==> src/rtl/io_input_port_pkg.sv <==
// Register map shared by the input port and anything that needs its offsets.
package io_in_pkg;
    localparam int         NUM_REGS     = 4;
    localparam logic [1:0] REG_DATA     = 2'd0;
    localparam logic [1:0] REG_EDGE     = 2'd1;
    localparam logic [1:0] REG_MASK     = 2'd2;
    localparam logic [1:0] REG_EDGE_SEL = 2'd3;
endpackage

==> src/rtl/io_input_port_debounce_bit.sv <==
// One pin: two-flop synchronizer, stability counter and the accepted (debounced) level.
module debounce_bit #(
    parameter int DEBOUNCE_W = 4
) (
    input  logic clk,
    input  logic reset,
    input  logic i_pin,
    output logic o_deb,
    output logic o_deb_next
);
    logic                  r_sync1;
    logic                  r_sync2;
    logic                  r_deb;
    logic [DEBOUNCE_W-1:0] r_cnt;
    logic                  w_diff;
    logic                  w_full;

    assign w_diff = r_sync2 != r_deb;
    assign w_full = &r_cnt;
    // Exposed so the parent can flag an edge on the same clock the level is accepted.
    assign o_deb_next = (w_diff && w_full) ? r_sync2 : r_deb;
    assign o_deb      = r_deb;

    always_ff @(posedge clk or posedge reset) begin
        if (reset) begin
            r_sync1 <= 1'b0;
            r_sync2 <= 1'b0;
            r_deb   <= 1'b0;
            r_cnt   <= '0;
        end else begin
            r_sync1 <= i_pin;
            r_sync2 <= r_sync1;
            r_deb   <= o_deb_next;
            if (w_diff && !w_full)
                r_cnt <= r_cnt + 1'b1;
            else
                r_cnt <= '0;
        end
    end
endmodule

==> src/rtl/io_input_port.sv <==
// Memory-mapped 8-bit debounced input port with sticky edge flags, mask and level irq.
module io_input_port #(
    parameter logic [15:0] BASE_ADDR  = 16'h8401,
    parameter int          DEBOUNCE_W = 4
) (
    input  logic        clk,
    input  logic        reset,
    input  logic        cpu_clk,
    input  logic [15:0] cpu_addr,
    input  logic        cpu_writing,
    input  logic [7:0]  cpu_data_out,
    input  logic [7:0]  pins_in,
    output logic [7:0]  rd_data,
    output logic        rd_sel,
    output logic        irq
);
    import io_in_pkg::*;

    logic [7:0]  w_deb;
    logic [7:0]  w_deb_next;
    logic [7:0]  w_set;
    logic [7:0]  w_clr;
    logic [7:0]  w_rd_mux;
    logic [15:0] w_off;
    logic [1:0]  w_reg;
    logic        w_hit;
    logic        w_wr;
    logic [7:0]  r_edge;
    logic [7:0]  r_mask;
    logic [7:0]  r_edge_sel;

    generate
        for (genvar gi = 0; gi < 8; gi++) begin : g_deb
            debounce_bit #(
                .DEBOUNCE_W (DEBOUNCE_W)
            ) u_deb (
                .clk        (clk),
                .reset      (reset),
                .i_pin      (pins_in[gi]),
                .o_deb      (w_deb[gi]),
                .o_deb_next (w_deb_next[gi])
            );
        end
    endgenerate

    // Wrapped subtraction: addresses below the base land far above NUM_REGS.
    assign w_off = cpu_addr - BASE_ADDR;
    assign w_hit = w_off < 16'(NUM_REGS);
    assign w_reg = w_off[1:0];
    assign w_wr  = ~cpu_clk & cpu_writing & w_hit;

    assign w_set = (w_deb_next & ~w_deb & ~r_edge_sel) | (~w_deb_next & w_deb & r_edge_sel);
    assign w_clr = (w_wr && w_reg == REG_EDGE) ? cpu_data_out : 8'h00;

    always_comb begin
        w_rd_mux = 8'h00;
        case (w_reg)
            REG_DATA:     w_rd_mux = w_deb;
            REG_EDGE:     w_rd_mux = r_edge;
            REG_MASK:     w_rd_mux = r_mask;
            REG_EDGE_SEL: w_rd_mux = r_edge_sel;
            default:      w_rd_mux = 8'h00;
        endcase
    end

    always_ff @(posedge clk or posedge reset) begin
        if (reset) begin
            r_edge     <= 8'h00;
            r_mask     <= 8'h00;
            r_edge_sel <= 8'h00;
            rd_data    <= 8'h00;
            rd_sel     <= 1'b0;
            irq        <= 1'b0;
        end else begin
            // Set has priority over a simultaneous write-1-to-clear.
            r_edge <= (r_edge & ~w_clr) | w_set;
            if (w_wr && w_reg == REG_MASK)
                r_mask <= cpu_data_out;
            if (w_wr && w_reg == REG_EDGE_SEL)
                r_edge_sel <= cpu_data_out;
            irq     <= |(r_edge & r_mask);
            rd_data <= w_hit ? w_rd_mux : 8'h00;
            rd_sel  <= w_hit;
        end
    end
endmodule
==> config.mk <==
export PLATFORM = sky130hd
export DESIGN_NAME = io_input_port
export DESIGN_NICKNAME = d
export VERILOG_FILES = /design/src/rtl/io_input_port_pkg.sv /design/src/rtl/io_input_port_debounce_bit.sv /design/src/rtl/io_input_port.sv
export SDC_FILE = /design/constraint.sdc
export NUM_CORES = 1
export LEC_CHECK = 0
export ABC_CLOCK_PERIOD_IN_PS = 1600
export BUFFER_PORTS_ARGS = -buffer_cell sky130_fd_sc_hd__buf_2
export CAP_MARGIN = 20
export CORE_MARGIN = 2
export CORE_UTILIZATION = 55
export DETAILED_ROUTE_END_ITERATION = 12
export GPL_ROUTABILITY_DRIVEN = 1
export PLACE_DENSITY = 0.79
export SLEW_MARGIN = 20
export SYNTH_ARGS = -nofsm -noshare
export SYNTH_HDL_FRONTEND = slang
export SYNTH_HIERARCHICAL = 1
export SYNTH_SLANG_ARGS = --single-unit
export TNS_END_PERCENT = 10
==> constraint.sdc <==
create_clock -name clk -period 1.6 [get_ports clk]
set_input_delay 0.24 -clock clk [delete_from_list [all_inputs] [get_ports clk]]
set_output_delay 0.24 -clock clk [all_outputs]
set_load 0.02 [all_outputs]
Word-level counts from Yosys, hierarchy flattened
Cells that the tools add are included.
- add/sub/neg operators: 9
- $lt $le $gt $ge: 1
- equality and inequality tests: 11
- muxes and demuxes: 19
- bitwise logic cells: 15
- reduce and logical (&&, ||, !) cells: 37
- operators by type and width (operator ; number):
    $and A8 B8 Y8 ; 6
    $add A4 B1 Y4 const B ; 8
    $mux W4 ; 8
    $not A8 Y8 ; 4
    $pmux W8 S4 ; 1
    $reduce_and A4 Y1 ; 8
    $logic_and A1 B1 Y1 ; 19
    $lt A16 B3 Y1 const B ; 1
    $mux W8 ; 2
    $or A8 B8 Y8 ; 2
    $sub A16 B16 Y16 const B ; 1
    $logic_not A1 Y1 ; 8
    $mux W1 ; 8
    $ne A1 B1 Y1 ; 8
    $reduce_or A8 Y1 ; 1
    $eq A2 B2 Y1 const B ; 2
    $and A1 B1 Y1 ; 2
    $eq A2 B1 Y1 const B ; 1
    $logic_not A2 Y1 ; 1
    $not A1 Y1 ; 1
- register bits after elaboration: 90
- input bits: 36
- logic and storage cells: 130

Logic depth before layout (Yosys ltp)
- depth in word-level cells: 8
- depth in mapped cells: 5

Modules after synthesis
The synthesis kept the hierarchy.
- modules (own cells, without submodules) (module ; instances ; cells an instance ; area each (um^2) ; seq. area each (um^2)):
    debounce_bit ; 8 ; 21 ; 264.0 ; 175.2
    io_input_port ; 1 ; 139 ; 1762.9 ; 850.8

Worst setup path after synthesis
Ideal clock, no wire load.
- kind: input to register
- from: input cpu_addr[9]
- to: register r_edge_sel[0]
- arrival: 1.737 ns
- data required time: 1.475 ns
- path slack: -0.262 ns
- stages on the path: 5
- path through: nor3b_1 nand4_4 or4b_1 buf_6 mux2_4
- longest elaborated chain between the ends: 4
- ends and longest elaborated chain (item ; RTL line ; text):
    start: declaration ; io_input_port.sv:9 ; input logic [15:0] cpu_addr,
    $sub A16 B16 Y16 ; io_input_port.sv:47 ; assign w_off = cpu_addr - BASE_ADDR;
    $lt A16 B3 Y1 ; io_input_port.sv:48 ; assign w_hit = w_off < 16'(NUM_REGS);
    $and A1 B1 Y1 ; io_input_port.sv:50 ; assign w_wr = ~cpu_clk & cpu_writing & w_hit;
    $logic_and A1 B1 Y1 ; io_input_port.sv:79 ; if (w_wr && w_reg == REG_EDGE_SEL)
    end signal: assignment ; io_input_port.sv:80 ; r_edge_sel <= cpu_data_out;
    end: declaration ; io_input_port.sv:30 ; logic [7:0] r_edge_sel;
No other way between the ends.
A chain may end at the register's enable or synchronous reset.

Worst setup path after layout
- from: input cpu_addr[7]
- to: register r_edge_sel[7]
Same word-level chain as after synthesis.

==> flow_summary.yaml <==
finish:
  final-instance-count-excl-fill: 481
  fill_cells: 502
  finalInstanceArea_mm2: 0.00461
  synthToLayoutAreaGrowth_pct: 19.1
  antennaDiodeCount: 0
  drive_gt1_frac: 0.273
  fin_util: 0.679
  fin_nets: 424
floorplanning:
  die_y_um: 87.9
  row_count: 30
  fp.coreArea_mm2: 0.00679
  initial_core_util: 0.570
  dieArea_mm2: 0.00773
  io_pins: 46
  die_w_um: 87.9
critical_path:
  worstPathArrival_ns: 1.81
  crit_start: "cpu_addr[7]"
  r2r_cells: 5
  crit_path_start_kind: "primary input"
  critPathKind: "in2reg"
  reg2reg_from: "g_deb[6].u_deb/r_cnt[0]"
  timing.rr.end: "r_edge[6]"
  endpoint: "r_edge_sel[7]"
  rrSetupSlack_ns: 0.09
  required_ns: 1.84
  crit_fanout: 8
  critPathCaptureType: "flop"
pwr:
  swShare: 0.227
  p_switching_uw: 945
  leakagePower_uw: 0.00220
  clkPwrFrac: 0.351
  intPower_uw: 3210
  power_frac_seq: 0.575
  ir_drop_mv: 0.573
  comb_power_share: 0.074
  powerDensity_mw_per_mm2: 900
sta:
  whs_ns: 0.149
  fin_crit_ns: 1.57
  slew_headroom: 0.717
  skew_ns: 0.00839
  setup_viol: 0
  fmax_ghz: 0.638
  tightest_slew_ns: 0.425
  period_share: 0.979
  final_max_slew_viol_count: 0
  rsz0062_at_grt: "no"
  tns_ns: 0
  finalHoldViolCount: 0
placement:
  place_inst: 454
  place_congestion: 0.788
  dp_hpwl_mm: 4.85
  place_area_mm2: 0.00429
  port_buffers: 45
logic_synthesis:
  synthMostInstantiatedCell: "dfrtp_1"
  synth_warnings: 6
  async_flop_share: 1.00
  synthCells: 307
  yosys.area.top_type: "dfrtp_1"
  synth_seq_area_share: 0.581
  ys.flop_type: "dfrtp_1"
  avgSynthCellArea_um2: 12.6
  synth_area_leaders: "dfrtp_1 58%, mux4_2 4.6%, nor2_1 4.0%"
  netlist_area_mm2: 0.00387
  ys_ff_latch: 90
  synth_commonest_cells: "90 x dfrtp_1, 41 x nor2_1, 18 x inv_1, 17 x nand3_1, 16 x xnor2_1"
  yosysTopAreaCellShare: 0.581
  syn_nets: 351
  synth_edf_count: 0
  synth_cell_types: 29
routing:
  wirelength_mm: 6.81
  num_vias: 2479
  routed_via_density: 5.15
  ant_nets: 0
  first_pass_iters: 4
  drt-initial-drc-count: 111
  drcViolationCount: 0
  wire_per_inst_um: 14.1
global_routing:
  grt_max_degree: 35
  grt_pass1_wl_mm: 11.4
  antenna_found_initial: 0
  grt_overflow: 0
  grtUsageTotal: 0.197
  grt_pass1_vias: 2536
clock_network:
  clkTransAtPathRegs_ns: 0.08
  cts_tree: "built"
  clk-insertion-delay-late_ns: 0.35
  cts_made_buffers: 9
  cts_root_buf: "clkbuf_8"
  htreeDepth: 3
  cts_sinks: 90
  clockBufferDepth: 2
job:
  drv_cap: 0
hold_path:
  hold_class: "in2reg"
run_status:
  status: "completed"
-- layout by cell type (no fill, tap or decap), types with 2 or more instances in the layout --
master	netlist	final
a22oi_1	4	4
buf_12	0	2
buf_2	0	44
buf_4	0	11
clkbuf_1	4	2
clkbuf_8	0	9
clkinv_2	0	2
clkinvlp_4	0	2
dfrtp_1	90	90
dlygate4sd3_1	0	9
ha_1	8	7
inv_1	18	18
mux2_1	8	7
mux2_2	8	8
mux2_4	8	9
mux4_2	8	8
nand2_1	15	15
nand2b_1	8	8
nand3_1	17	17
nand3b_1	9	9
nand4_1	2	2
nor2_1	41	41
nor2b_1	9	9
nor4b_4	2	2
o211ai_1	7	7
o21ai_0	9	9
xnor2_1	16	16
xor2_1	8	8
-- worst max-delay path: stages --
cell and delay (ns):
buf_2 0.11, nor4b_4 0.35, nand4_4 0.13, or4b_4 0.52, buf_12 0.17, mux2_4 0.29
-- how the worst min path moves through the flow --
stage                          from                      to  slack [ns]  depth (start not counted)
floorplan                     reset    g_deb[0].u_deb/o_deb        0.04                          1
global placement              reset  g_deb[4].u_deb/r_sync1        0.29                          2
detailed placement            reset    g_deb[2].u_deb/o_deb        0.29                          2
CTS                 cpu_data_out[1]           r_edge_sel[1]        0.14                          2
global route        cpu_data_out[0]           r_edge_sel[0]        0.14                          2
finish              cpu_data_out[1]           r_edge_sel[1]        0.15                          2
-- state kept, by name, summed over array words and instances, names as in the netlist --
name,count
r_edge,8
rd_data,8
r_mask,8
r_edge_sel,8
rd_sel,1
g_deb.u_deb/o_deb,8
g_deb.u_deb/r_cnt,32
irq,1
g_deb.u_deb/r_sync1,8
g_deb.u_deb/r_sync2,8
-- layout make-up --
type                       count  area, um2  share of cell area
inverter                      18       67.6              0.0146
timing repair buffer          67        444              0.0963
sequential                    90       2250               0.488
multi-input combinational    194       1540               0.335
tap                           96        120              0.0260
clock inverter                 5       55.1              0.0119
clock buffer                  11        131              0.0285
-- kinds of logic (layout without fill, tap and decap cells) --
family | after synthesis | after routing | share of synthesized area
AND/OR/NAND/NOR | 110 | 110 | 0.158
flip-flops | 90 | 90 | 0.581
multiplexers | 32 | 32 | 0.124
XOR/XNOR | 24 | 24 | 0.0542
buffers and inverters | 23 | 101 | 0.0242
AO/OA/AOI/OAI | 20 | 20 | 0.0329
adder cells (fa/ha/maj) | 8 | 8 | 0.0258
-- power groups by stage --
| stage | clock network, uW | logic [uW] | registers (uW) |
|---|---|---|---|
| after floorplan | 0 | 184 | 2420 |
| after global placement | 0 | 281 | 2430 |
| after detailed placement | 0 | 294 | 2430 |
| after CTS | 1500 | 311 | 2390 |
| after global routing | 1600 | 358 | 2400 |
| final | 1460 | 308 | 2390 |
-- per-stage QoR --
step           power [uW]  setup slack (ns)
2_1_floorplan        2610            -0.235
3_3_place_gp         2710            -0.362
3_5_place_dp         2730            -0.394
4_1_cts              4200            0.0197
5_1_grt              4350           0.00829
6_report             4150            0.0338
-- timing repair --
| action | in CTS | in global routing |
|---|---|---|
| gates resized for setup | 4 | 4 |
| hold buffers | 9 | 0 |
| hold endpoints to repair | 64 | 0 |
| setup buffers | 1 | 1 |
| pin swaps | 4 | 3 |
| endpoints found under the setup margin | 8 | 9 |
-- metal layers --
| layer | GRT usage | up-vias | routed length [um] |
|---|---|---|---|
| li1 | - | 1186 | - |
| met1 | 0.245 | 1228 | 2970 |
| met2 | 0.326 | 56 | 3320 |
| met3 | 0.0660 | 9 | 411 |
| met4 | 0.0685 | 0 | 105 |
| met5 | 0 | - | 0 |
Power figures use the tool's default switching activity.
